--- src/rtl/intensity_shade.sv ---
// intensity_shade: culls back faces, scales RGB565 by clamped light intensity, buffers results in a FWFT FIFO
module intensity_shade #(
  parameter int NORM_WIDTH = 16,
  parameter int NORM_FRAC = 14,
  parameter logic [NORM_WIDTH-1:0] AMBIENT = 16'h0666,
  parameter int TAG_WIDTH = 16,
  parameter int FIFO_DEPTH = 4
) (
  input  logic                  clk_in,
  input  logic                  rst_in,
  input  logic                  tri_valid_in,
  input  logic                  facing_in,
  input  logic [NORM_WIDTH-1:0] intensity_in,
  input  logic [15:0]           base_color_in,
  input  logic [TAG_WIDTH-1:0]  tri_id_in,
  output logic [15:0]           color_out,
  output logic [TAG_WIDTH-1:0]  tri_id_out,
  output logic                  valid_out,
  input  logic                  ready_in,
  output logic                  overflow_out,
  output logic [15:0]           shaded_count_out,
  output logic [15:0]           culled_count_out
);
  localparam int AW = $clog2(FIFO_DEPTH);
  localparam int PW = NORM_WIDTH + 6;
  localparam logic [NORM_WIDTH-1:0] ONE = NORM_WIDTH'(1) << NORM_FRAC;
  logic [NORM_WIDTH-1:0] clamped, eff, s1_eff;
  logic                  s1_valid, s2_valid;
  logic [15:0]           s1_color, s2_color, shaded;
  logic [TAG_WIDTH-1:0]  s1_id, s2_id;
  logic [PW-1:0]         pr, pg, pb;
  logic [15:0]           mem_color [FIFO_DEPTH];
  logic [TAG_WIDTH-1:0]  mem_id [FIFO_DEPTH];
  logic [AW-1:0]         wr_ptr, rd_ptr;
  logic [AW:0]           count;
  logic                  full, pop, push_ok;
  always_comb begin
    clamped = intensity_in[NORM_WIDTH-1] ? '0 : (intensity_in > ONE ? ONE : intensity_in);
    eff = clamped < AMBIENT ? AMBIENT : clamped;
    pr = PW'(s1_color[15:11]) * PW'(s1_eff);
    pg = PW'(s1_color[10:5]) * PW'(s1_eff);
    pb = PW'(s1_color[4:0]) * PW'(s1_eff);
    shaded = {5'(pr >> NORM_FRAC), 6'(pg >> NORM_FRAC), 5'(pb >> NORM_FRAC)};
  end
  assign valid_out = count != '0;
  assign full = count == (AW+1)'(FIFO_DEPTH);
  assign pop = valid_out & ready_in;
  // a full FIFO still accepts a push when the head leaves in the same cycle
  assign push_ok = s2_valid & (~full | pop);
  assign color_out = mem_color[rd_ptr];
  assign tri_id_out = mem_id[rd_ptr];
  always_ff @(posedge clk_in) begin
    if (rst_in) begin
      s1_valid <= 1'b0;
      s2_valid <= 1'b0;
      wr_ptr <= '0;
      rd_ptr <= '0;
      count <= '0;
      overflow_out <= 1'b0;
      shaded_count_out <= '0;
      culled_count_out <= '0;
      for (int i = 0; i < FIFO_DEPTH; i++) begin
        mem_color[i] <= '0;
        mem_id[i] <= '0;
      end
    end else begin
      s1_valid <= tri_valid_in & facing_in;
      s1_eff <= eff;
      s1_color <= base_color_in;
      s1_id <= tri_id_in;
      s2_valid <= s1_valid;
      s2_color <= shaded;
      s2_id <= s1_id;
      if (push_ok) begin
        mem_color[wr_ptr] <= s2_color;
        mem_id[wr_ptr] <= s2_id;
        wr_ptr <= wr_ptr + AW'(1);
      end
      if (pop) rd_ptr <= rd_ptr + AW'(1);
      count <= count + (AW+1)'(push_ok) - (AW+1)'(pop);
      if (s2_valid & full & ~pop) overflow_out <= 1'b1;
      if (tri_valid_in & facing_in) shaded_count_out <= shaded_count_out + 16'd1;
      if (tri_valid_in & ~facing_in) culled_count_out <= culled_count_out + 16'd1;
    end
  end
endmodule

--- config.mk ---
export PLATFORM = sky130hd
export DESIGN_NAME = intensity_shade
export DESIGN_NICKNAME = d
export VERILOG_FILES = /design/src/rtl/intensity_shade.sv
export SDC_FILE = /design/constraint.sdc
export NUM_CORES = 1
export LEC_CHECK = 0
export ABC_AREA = 1
export CAP_MARGIN = 30
export CELL_PAD_IN_SITES_DETAIL_PLACEMENT = 1
export CELL_PAD_IN_SITES_GLOBAL_PLACEMENT = 2
export CORE_MARGIN = 5
export CORE_UTILIZATION = 40
export CTS_BUF_LIST = sky130_fd_sc_hd__clkbuf_8 sky130_fd_sc_hd__clkbuf_16
export CTS_CLUSTER_DIAMETER = 120
export CTS_CLUSTER_SIZE = 40
export DETAILED_ROUTE_END_ITERATION = 7
export GPL_TIMING_DRIVEN = 0
export PLACE_DENSITY_LB_ADDON = 0.1
export SLEW_MARGIN = 40
export SYNTH_ARGS = -nofsm -noshare
export SYNTH_HDL_FRONTEND = slang
export SYNTH_SLANG_ARGS = --single-unit
--- constraint.sdc ---
create_clock -name clk_in -period 13.7 [get_ports clk_in]
set_clock_uncertainty 0.15 [all_clocks]
set_input_delay 4.11 -clock clk_in [delete_from_list [all_inputs] [get_ports clk_in]]
set_output_delay 4.11 -clock clk_in [all_outputs]
set_load 0.03 [all_outputs]
# Yosys cells after proc, flatten, opt, wreduce, memory -nomap -nowiden
# Memories as Yosys holds them, arrays and structs flattened. A register that Yosys moved wholly into a read port is not among the register bits.
# Index checks and enable logic that the tools add are counted.
# op_classes
add_sub_neg	6
mul	3
order_cmp	2
n_eq_ne	1
n_mux	17
bitwise_logic	10
n_reduce_logical	3
# op_table
operator	count
$mul 5x16->19	2
$add 16x1->16 const B	2
$mux 16	2
$reduce_or 16->1	2
$mux 15	2
$mul 6x16->20	1
$gt 16x15->1 const B	1
$lt 15x11->1 const B	1
$mux 2	6
$mux 1	7
$and 1x1->1	6
$add 2x1->2 const B	2
$add 3x1->3	1
$eq 3x3->1 const B	1
$not 1->1	3
$reduce_bool 3->1	1
$sub 3x1->3	1
$or 1x1->1	1
# word_totals
regBits	122
ram_bits	128
input_bits	53
output_inout_bits	66
n_memories	2
# mem_list
name	words	width	rd	rd_clocked_by_memory_dff	wr	line	text
mem_color	4	16	1	1	4	32	logic [15:0] mem_color [FIFO_DEPTH];
mem_id	4	16	1	1	4	33	logic [TAG_WIDTH-1:0] mem_id [FIFO_DEPTH];

# Logic depth before layout (Yosys ltp)
# depth
ltp_word	9
ltp_mapped	20
ltp_nobuf	18

# Least setup slack after synthesis
# Ideal clock, no wire load.
# synth_path
path_kind	input to register
startpoint	in rst_in
endpoint	mem mem_color[1][0], enable pin
arrival_time_ns	7.260
required_ns	12.890
setup_slack_ns	5.630
cell_stages	5
path_buffers	3
path_cell_list	clkbuf_1 inv_1 clkbuf_1 buf_2 o21ai_0
# synth_lines
element	line	text
start, declared	10	input logic rst_in,
end, declared	32	

==> reports/metrics.cfg <==
[worst_setup_path]
worstPathRequired_ns=9.44
arrival_ns=3.11
critical_path.max_stage_delay_ns=0.76
crit_path_frequent_cell=clkbuf_1
crit_family=buffers and inverters
cp_cell_sequence=clkbuf_1 -> clkinv_1 -> clkbuf_1 -> nor2_1 -> o22ai_1 -> clkdlybuf4s50_1
cp_max_fo=10
path_class=register to output port
worstSetupEndpointType=output port
slowest_stage=clkdlybuf4s50_1
cp_num_buf_inv=4
critPathLaunchType=register

[cells_and_area]
final_cell_area_um2=19680
multiInputGateArea_um2=8097
num-fill-cells=5090
fin_nets=2414
n_antenna_cell=0
areaGrowthSynthToFinish_pct=14.27
seq_area_um2=7097
drive_gt1_frac=0.03236

[detailed_routing]
wirelength_mm=45.33
ant_nets=0
firstDrtPassIters=5
wl_per_cell_um=16.73
drc=0
drt_iter0_markers=531
route.vias.total=13274
vias_per_cell=4.900

[logic_synthesis]
synth_edf_count=207
yosys.area.top_type_share=0.3610
yosysTopAreaCell=edfxtp_1
yosys-top-cells-count=inv_1, nand2_1, nor2_1
syn-instance-count=2016
yosysMostFrequentCell=inv_1
synth_seq_cells=251
syn_area_per_cell_um2=8.541
ys_warn_count=0
ys_seq_area_frac=0.4121
syn_nets=2274
synthTopCellsByArea=edfxtp_1, fa_1, inv_1
ys.flop_type=edfxtp_1
synthArstFlopShare=0
synth_cell_type_count=43
syn-cell-area_um2=17220

[placed_design]
finalWeightedCongestion=0.8272
place_area_um2=19260
place_ws_ns=6.708
io_buffers=117
dpl.hpwl_mm=35.38

[power]
ir_worst_vdd_v=0.00008676
p_per_area_nw_per_um2=139.3
p_leak_nw=9.543

[clocking]
clkTransAtPathRegs_ns=0.14
ctsHoldBuffers=0
clk_latency_ns=0.54
cts_tree=done
root_buffer=clkbuf_16
clockBufferDepth=3
htreeDepth=1
cts.sinks=251
post-cts-setup-buffer-count=0
cts_buffers=13
post_cts_resize_count=0

[sta]
hold_viol=0
clock.fmax_ghz=0.1357
rsz0062_at_grt=no
finalCriticalPeriod_ns=7.370
worst_slew_pin_slew_ns=0.6674
finalMaxSlewViolations=0
holdWs_ns=0.2794
fin_tns_setup_ns=0
period_share=0.5380
maxSlewHeadroom=0.5551
setup_viol=0
worst_slack_ns=6.330

[floorplan]
dieWidth_um=217.5
die_h_um=217.5
rows=76
io_pins=119
start_util=0.4024
dieArea_um2=47300
core_um2=42790

[grt]
antenna_found_initial=0
overflow=0
grt.total_usage=0.1915
grt_pass1_vias=14158
grt_max_degree=64
grt_pass1_wl_mm=73.74

[hold_path]
worstHoldPathType=register to register

[run]
cap_violations=0

[run_status]
status=complete, no violations

[cell type report]
type | count | area share
inverters | 464 | 0.08852
multi-input cells | 1219 | 0.4115
well taps | 546 | 0.03472
plain buffers | 82 | 0.01717
repair buffers | 125 | 0.06632
clock inverters | 9 | 0.004578
clock buffers | 13 | 0.01653
flip-flops and latches | 251 | 0.3607
[flip-flops by register name (all words and copies together), names as in the netlist, 3 cells and up, named ones only]
signal	cells
count	3
culled_count_out	16
mem_color	64
mem_id	64
s1_color	16
s1_eff	15
s1_id	16
s2_color	16
s2_id	16
shaded_count_out	16
[worst paths after layout]
kind         startpoint  slack, ns            to  cells past startpoint
max            register       6.33  color_out[6]                      6
min reg2reg    s1_valid       0.28      s2_valid                      2
min            s1_valid       0.28      s2_valid                      2
max reg2reg   s1_eff[7]       8.80  s2_color[13]                     17
[worst min-delay path, delay by kind of cell, from the launching register on]
| kind | cells | cell delay, ns |
|---|---|---|
| DFF | 1 | 0.32 |
| buffers and inverters | 1 | 0.05 |
| and+or+nand+nor | 1 | 0.04 |
[placed cells by master, fill, tap and decap left out, types with 13 or more instances in the layout]
cell type,n
clkdlybuf4s50_1,117
fa_1,126
nor2_1,263
o22ai_1,33
edfxtp_1,207
ha_1,79
nand3_1,33
clkbuf_1,71
dfxtp_1,44
nor3_1,14
inv_1,463
a21oi_1,62
o21ai_0,101
clkbuf_16,13
nand2_1,405
[stage by stage]
step	cells	total power, mW	util
after floorplan	2016	1.886	-
after global placement	2679	2.298	0.4457
after detailed placement	2687	2.328	0.4501
after CTS	2709	2.790	0.4598
after global routing	2709	2.994	0.4598
final	2709	2.742	0.4598
[where the power goes]
group	internal [mW]	switching, mW
Sequential	0.906	0.0314
Combinational	0.484	0.867
Clock	0.187	0.266
Total	1.58	1.17
[metal layers]
layer | global-route usage | part of all wire
met1 | 0.2421 | 0.44
met2 | 0.3582 | 0.51
met3 | 0.02041 | 0.028
met4 | 0.03455 | 0.018
met5 | 0 | 0
[logic make-up (layout without fill, tap and decap cells)]
kind of cell / Yosys count / count (layout) / share of synthesized area
simple gates: 757 / 757 / 0.1772
compound gates: 241 / 241 / 0.07840
buf+inv: 546 / 693 / 0.1202
flops: 251 / 251 / 0.4121
fa+ha+maj: 205 / 205 / 0.2039
xor+xnor: 16 / 16 / 0.008138
Power figures use the tool's default switching activity.
